`config.mk`:
```
export PLATFORM = sky130hd
export DESIGN_NAME = usb_tx_timer
export DESIGN_NICKNAME = d
export VERILOG_FILES = /design/src/rtl/usb_tx_timer.sv
export SDC_FILE = /design/constraint.sdc
export NUM_CORES = 1
export LEC_CHECK = 0
export CORE_ASPECT_RATIO = 0.9
export CORE_MARGIN = 8
export CORE_UTILIZATION = 39
export CTS_CLUSTER_DIAMETER = 200
export DETAILED_ROUTE_END_ITERATION = 10
export HOLD_SLACK_MARGIN = 0.06
export SLEW_MARGIN = 25
export SYNTH_ARGS = -nofsm -noshare
export SYNTH_HDL_FRONTEND = slang
export SYNTH_SLANG_ARGS = --single-unit
```
`constraint.sdc`:
```
create_clock -name clk -period 4.2 [get_ports clk]
set_input_delay 0.84 -clock clk [delete_from_list [all_inputs] [get_ports clk]]
set_output_delay 0.84 -clock clk [all_outputs]
set_load 0.02 [all_outputs]
```
`src/rtl/usb_tx_timer.sv`:
```
// Bit-timing and field sequencer for the USB transmit path.
// Walks SYNC, PID, DATA, CRC16 and EOP, one bit_strobe per bit period, stretching a field on stuffed bits.
module usb_tx_timer #(
  parameter int CLKS_PER_BIT   = 8,
  parameter int MAX_DATA_BYTES = 64
) (
  input  logic       clk,
  input  logic       n_rst,
  input  logic       tx_start,
  input  logic [6:0] num_bytes,
  input  logic       has_crc16,
  input  logic       stuff_insert,
  output logic       bit_strobe,
  output logic       load_byte,
  output logic       sync_active,
  output logic       pid_active,
  output logic       data_active,
  output logic       crc_active,
  output logic       eop_active,
  output logic       tx_busy,
  output logic       tx_done
);

  localparam int CNT_W = (CLKS_PER_BIT > 1) ? $clog2(CLKS_PER_BIT) : 1;
  localparam int BIT_W = $clog2(MAX_DATA_BYTES * 8 + 1);
  localparam logic [CNT_W-1:0] CNT_LAST = CNT_W'(CLKS_PER_BIT - 1);

  typedef enum logic [2:0] {
    S_IDLE,
    S_SYNC,
    S_PID,
    S_DATA,
    S_CRC,
    S_EOP
  } state_t;

  state_t           state_q, state_d;
  logic [CNT_W-1:0] clk_cnt_q, clk_cnt_d;
  logic [BIT_W-1:0] bit_cnt_q, bit_cnt_d;
  logic [6:0]       nbytes_q, nbytes_d;
  logic             crc_q, crc_d;

  logic             busy;
  logic             strobe;
  logic             stuffed;
  logic             advance;
  logic             field_last;
  state_t           next_field;

  function automatic logic [6:0] clamp_bytes(input logic [6:0] n);
    logic [6:0] r;
    r = n;
    if (32'(n) > MAX_DATA_BYTES) r = 7'(MAX_DATA_BYTES);
    return r;
  endfunction

  function automatic logic [BIT_W-1:0] field_len(input state_t s, input logic [6:0] nb);
    logic [BIT_W-1:0] len;
    len = '0;
    case (s)
      S_SYNC, S_PID: len = BIT_W'(8);
      S_DATA:        len = BIT_W'({nb, 3'b000});
      S_CRC:         len = BIT_W'(16);
      S_EOP:         len = BIT_W'(3);
      default:       len = '0;
    endcase
    return len;
  endfunction

  // Empty DATA and absent CRC16 fields are skipped entirely.
  function automatic state_t following(input state_t s, input logic [6:0] nb, input logic crc);
    state_t n;
    n = S_IDLE;
    case (s)
      S_SYNC:  n = S_PID;
      S_PID:   n = (nb != 7'd0) ? S_DATA : (crc ? S_CRC : S_EOP);
      S_DATA:  n = crc ? S_CRC : S_EOP;
      S_CRC:   n = S_EOP;
      default: n = S_IDLE;
    endcase
    return n;
  endfunction

  assign busy       = (state_q != S_IDLE);
  assign strobe     = busy && (clk_cnt_q == CNT_LAST);
  assign stuffed    = strobe && stuff_insert && (state_q != S_EOP);
  assign advance    = strobe && !stuffed;
  assign field_last = (bit_cnt_q == field_len(state_q, nbytes_q) - BIT_W'(1));
  assign next_field = following(state_q, nbytes_q, crc_q);

  always_ff @(posedge clk or negedge n_rst) begin
    if (!n_rst) begin
      state_q   <= S_IDLE;
      clk_cnt_q <= '0;
      bit_cnt_q <= '0;
      nbytes_q  <= '0;
      crc_q     <= 1'b0;
    end else begin
      state_q   <= state_d;
      clk_cnt_q <= clk_cnt_d;
      bit_cnt_q <= bit_cnt_d;
      nbytes_q  <= nbytes_d;
      crc_q     <= crc_d;
    end
  end

  always_comb begin
    state_d   = state_q;
    clk_cnt_d = clk_cnt_q;
    bit_cnt_d = bit_cnt_q;
    nbytes_d  = nbytes_q;
    crc_d     = crc_q;
    load_byte = 1'b0;
    tx_done   = 1'b0;

    if (state_q == S_IDLE) begin
      clk_cnt_d = '0;
      bit_cnt_d = '0;
      if (tx_start) begin
        nbytes_d = clamp_bytes(num_bytes);
        crc_d    = has_crc16;
        state_d  = S_SYNC;
      end
    end else begin
      clk_cnt_d = strobe ? '0 : clk_cnt_q + CNT_W'(1);
      if (advance) begin
        if (field_last) begin
          state_d   = next_field;
          bit_cnt_d = '0;
        end else begin
          bit_cnt_d = bit_cnt_q + BIT_W'(1);
        end
      end
      // A byte boundary feeds the shift register unless the line is about to go to EOP.
      load_byte = advance && (state_q != S_EOP) && (bit_cnt_q[2:0] == 3'd7) &&
                  !(field_last && (next_field == S_EOP));
      tx_done   = advance && (state_q == S_EOP) && field_last;
    end
  end

  assign bit_strobe  = strobe;
  assign sync_active = (state_q == S_SYNC);
  assign pid_active  = (state_q == S_PID);
  assign data_active = (state_q == S_DATA);
  assign crc_active  = (state_q == S_CRC);
  assign eop_active  = (state_q == S_EOP);
  assign tx_busy     = busy;

endmodule
```
======== Word level (Yosys, flattened, before mapping) ========
Index checks and enable logic that the tools add are counted.
storage, ports and cells
  flip-flop bits (word level) ............. 24
  RAM bits ................................ 0
  memories ................................ 0
  latch bits .............................. 0
  input port bits ......................... 12
  output and inout bits ................... 9
  logic and storage cells ................. 56
  memory bits (read-only) ................. 0
cells by class
  multiplexer cells ....................... 16
  magnitude comparators ................... 1
  $add $sub $neg .......................... 3
  reductions and logical operators ........ 20
  bitwise gates (word level) .............. 0
  $mul .................................... 0
  shift operators ......................... 0
  eq/ne operators ......................... 11
  divide/modulo/power cells ............... 0
operators with widths
  kind                                                                   count
  10-bit case mux with 4 select lines                                    1
  10-bit two-way mux                                                     3
  3-bit two-way mux                                                      7
  3-bit equality test, second input constant                             5
  3-bit case mux with 4 select lines                                     1
  10-bit by 1-bit adder with 10-bit output, second input constant        1
  10-bit equality test                                                   1
  1-bit logical AND                                                      10
  10-bit by 1-bit subtractor with 10-bit output, second input constant   1
  7-bit > comparator, second input constant                              1
  7-bit two-way mux                                                      1
  7-bit nonzero test                                                     1
  3-bit by 2-bit equality test with 1-bit output, second input constant  2
  2-bit nonzero test                                                     2
  3-bit by 1-bit adder with 3-bit output, second input constant          1
  3-bit by 1-bit equality test with 1-bit output, second input constant  1
  3-bit logical NOT                                                      1
  1-bit two-way mux                                                      3
  3-bit != test, second input constant                                   1
  3-bit AND reduction                                                    1
  3-bit nonzero test                                                     1
  1-bit logical NOT                                                      2
  2-bit != test, second input constant                                   1
  2-bit AND reduction                                                    1
  2-bit OR reduction                                                     1

======== Depth between registers and ports, before layout ========
  depth in word-level cells ............... 10
  gate-level depth with buffers ........... 12
  depth with buffers taken out ............ 10

======== Worst setup path after synthesis ========
Ideal clock, no wire load.
  kind .................................... reg-to-output
  start ................................... register state_q[2]
  end ..................................... output load_byte
  arrival ................................. 2.935 ns
  data required time ...................... 3.360 ns
  cell stages (with the launch flop) ...... 13
  setup slack ............................. 0.425 ns
  path buffers ............................ 2
  cell sequence ........................... dfrtp_1 > buf_2 > nor3_1 > clkbuf_1 > nor2_1 > o21ai_0 > ha_1 > inv_1 > o311ai_2 > or3b_1 > xor2_1 > nor4_1 > a21oi_1
between the ends
  cells in the longest elaborated chain, start to end .. 10
  elaborated cells between the ends (all ways) .. 25
  those cells by class .................... 1 x add/sub; 8 x eq/ne; 3 x mux; 13 x reduce/logical
ends and longest elaborated chain
  what                                                                                   line  RTL
  start, declared                                                                        37    state_t state_q, state_d;
  start signal, assigned                                                                 99    state_q <= state_d;
  branches (longest 9 deep; another with 10-bit by 1-bit subtractor with 10-bit output)  n/a
  1-bit two-way mux (*)                                                                  116   if (state_q == S_IDLE) begin
  end, declared                                                                          14    output logic load_byte,
Every way passes the cells marked *.

======== Worst setup path after layout ========
  start ................................... register nbytes_q[0]
  end ..................................... output load_byte
between the ends
  cells in the longest elaborated chain, start to end .. 8
  elaborated cells between the ends (all ways) .. 11
  those cells by class .................... 1 x add/sub; 2 x eq/ne; 4 x mux; 4 x reduce/logical
ends and longest elaborated chain
  what                                                                                   line  RTL
  start, declared                                                                        40    logic [6:0] nbytes_q, nbytes_d;
  start signal, assigned                                                                 102   nbytes_q <= nbytes_d;
  branches (longest 4 deep; another with 10-bit by 1-bit subtractor with 10-bit output)  n/a
  1-bit logical AND (*)                                                                  136   !(field_last && (next_field == S_EOP));
  1-bit logical NOT (*)                                                                  136
  1-bit logical AND (*)                                                                  135   load_byte = advance && (state_q != S_EOP) && (bit_cnt_q[2:0] == 3'd7) &&
  1-bit two-way mux (*)                                                                  116
Marks and branches as above.

==> metrics.txt <==
FF+latch area=603 sq um; crit path launch=nbytes_q[0]$_DFFE_PN0P_; Num Clock Sinks=24; number of flops mapped to enable cells by yosys=0; Synth cell types=44; Comb pwr share=49.7%; DR WL/cell=16.8 um; routed vias=1,585; clock group share of total power=14.9%; initial antenna violation count=0; DR vias/cell=5.83; CP top delay family=compound AO/OA/AOI/OAI gates; Max FO, Critical Path=7; top post-synthesis cells by count=24 x dfrtp_1, 24 x nand2_1, 17 x o21ai_0, 11 x nor3_1; Remaining DRCs=0; met3 WL=206 um; Tightest Pin Transition=0.696 ns; Root Buffer=clkbuf_8; vias in the first global route=1,571; Pleak=0.890 nW; max-cap viol count=0; global-route wire length before repair=7720 um; Final Max Slew Viols=0; diode count=0; Bufs and invs on worst path=2; Sw Ratio=43.2%; pwr/cell area=526 mW/mm^2; minimum clock period=4.00 ns; die area=0.00662 sq mm; dpl ws=0.0756 ns; DRT iter0 DRCs=169; Max Fclk=0.250 GHz; CTS tree=done; synth warn=0; FF+latch count, synth=24; DIE HEIGHT=78.0 um; crit path cell chain=or4_1 > o31a_1 > nor3_1 > a2bb2oi_1 > nor4_2 > buf_4 > a21oi_1 > dlygate4sd2_1; Slew HR=53.4%; Synth area leader=dfrtp_1; Final Util=50.0%; Reg clk slew, reported paths=0.09 ns; wire length on met2=2170 um; post-detailed-routing wire length=4580 um; GPL Wtd Cong=0.865; post-DP HPWL=3410 um; Setup WS post-layout=0.200 ns; DP Area=0.00196 sq mm; Avg Inst Size Synth=8.41 sq um; Ports=21; core area=0.00410 sq mm; Worst setup EP type=primary output; VDD IR max=0.000295 V; Final #Nets=242; Overflow after GRT=0; sequential share of power=35.4%; status=finished clean; uppermost layer routed=met4; Req. time, crit path=3.36 ns; Net Sw Power=0.000466 W; design area=0.00205 sq mm; arrival time at the worst endpoint=3.16 ns; post-route ant nets=0; hold-fix buffers at CTS=0; GRT Total Usage=14.4%; CTS Buf Count=3; Int Power=0.000612 W; slowest stage delay, CP=0.62 ns; clk_lat worst skew=0.27 ns; # rows=22; WL met1=2150 um; H-tree depth=1; Worst setup SP type=flop; multi-input logic area=0.00104 sq mm; sequential share of the synthesized area=36.1%; Pre-Repair DR Iteration Count=4; Fillers=401; I/O Buffers=20; ys async rst share=100%; Post-Syn Instances=198; Setup Viol. Count Final=0; Final Hold Vio Count=0; Fin Clk Skew=0.00830 ns; Horiz. Die Dim=84.9 um; Initial Utilization=40.6%; leading post-synthesis cells by cell area=dfrtp_1 36%, nand2_1 5.4%, o21ai_0 5.1%; worst r2r src=state_q[2]$_DFFE_PN0P_; clock tree buffer depth=2; ratio of cells with drive above 1 in the final layout=12.5%; critical path class=flop to primary output; min-delay src=clk_cnt_q[0]$_DFF_PN0_; Worst Hold Class=flop to flop; Cell Area, Synth=0.00167 sq mm; Synth top area share=36.1%; ys flop type=dfrtp_1; Final period util=95.2%; slowest cell on the critical path=or4_1; Layout area overhead=23.1%; largest net degree at the start of global routing=25; syn nets=215
-- final cells by class --
type | instances | area share [%]
Timing Repair Buffer | 28 | 12.3
Tap cell | 48 | 2.93
Sequential cell | 24 | 29.4
Clock buffer | 4 | 2.68
Multi-Input combinational cell | 158 | 50.8
Inverter | 10 | 1.83
-- metrics by stage --
stage	TNS, ns	total power (W)	hold slack, ns	instances
after detailed placement	0	0.000878	0.434	268
final	0	0.00108	0.443	272
after CTS	0	0.00107	0.447	272
after global routing	-0.00637	0.00116	0.462	272
after floorplan	0	0.000717	0.415	198
after global placement	0	0.000863	0.430	268
-- state kept, by name (all words and copies together) (netlist names) --
name,cells
nbytes_q,7
state_q,3
clk_cnt_q,3
bit_cnt_q,10
crc_q,1
-- kinds of logic after synthesis --
family	share of synthesized area, %
multiplexers	2.55
adder cells (fa/ha/maj)	3.76
AO/OA/AOI/OAI	19.0
XOR/XNOR	2.63
buffers and inverters	3.68
flip-flops	36.1
AND/OR/NAND/NOR	32.3
-- worst paths after layout --
| check | endpoint | slack (ns) | cells past startpoint |
|---|---|---|---|
| worst min register to register | clk_cnt_q[0]$_DFF_PN0_ | 0.44 | 1 |
| worst max register to register | state_q[2]$_DFFE_PN0P_ | 1.15 | 11 |
| worst max-delay path | load_byte | 0.20 | 8 |
| min in group asynchronous | nbytes_q[6]$_DFFE_PN0P_ | 0.56 | 1 |
| worst min-delay path | clk_cnt_q[0]$_DFF_PN0_ | 0.44 | 1 |
| max in group asynchronous | state_q[0]$_DFFE_PN0P_ | 3.23 | 1 |
-- power groups by stage --
stage | Sequential (W) | Clock, W | Combinational [W]
after floorplan | 0.000356 | 0 | 0.000361
after global placement | 0.000379 | 0 | 0.000484
after detailed placement | 0.000382 | 0 | 0.000496
after CTS | 0.000378 | 0.000170 | 0.000518
after global routing | 0.000393 | 0.000173 | 0.000590
final | 0.000381 | 0.000161 | 0.000535
-- metal layers --
layer | vias up | track usage, %
met5 | - | 0
met4 | 0 | 3.91
met3 | 4 | 3.16
met2 | 44 | 23.8
met1 | 755 | 18.4
li1 | 782 | -
-- placed cells by master, fill, tap and decap left out, types with 2 or more instances in the layout --
cell and n:
o22ai_1 2, ha_1 5, inv_1 9, xor2_1 3, o31a_1 2, mux2i_1 2
or4_4 2, nand2b_1 7, nor4_2 3, dfrtp_1 22, o21ai_0 17, nand2_1 24
buf_4 8, o211ai_1 2, nor2_1 10, a21oi_1 10, o2111ai_1 3, clkdlybuf4s50_1 17
nand3_1 7, nor4_1 4, nor3_1 10, clkbuf_8 4, and2_1 4, o31ai_1 5
dlygate4sd2_1 2, and3_1 10, nand4b_1 3, dfrtp_2 2, mux2_2 2, a211oi_1 2
-- repair_timing --
item                       4_1_cts  5_1_grt
resized for setup                7        3
setup endpoints to repair        2        2
setup buffers                    0        0
Note: power is estimated with default switching activity, not from simulation.
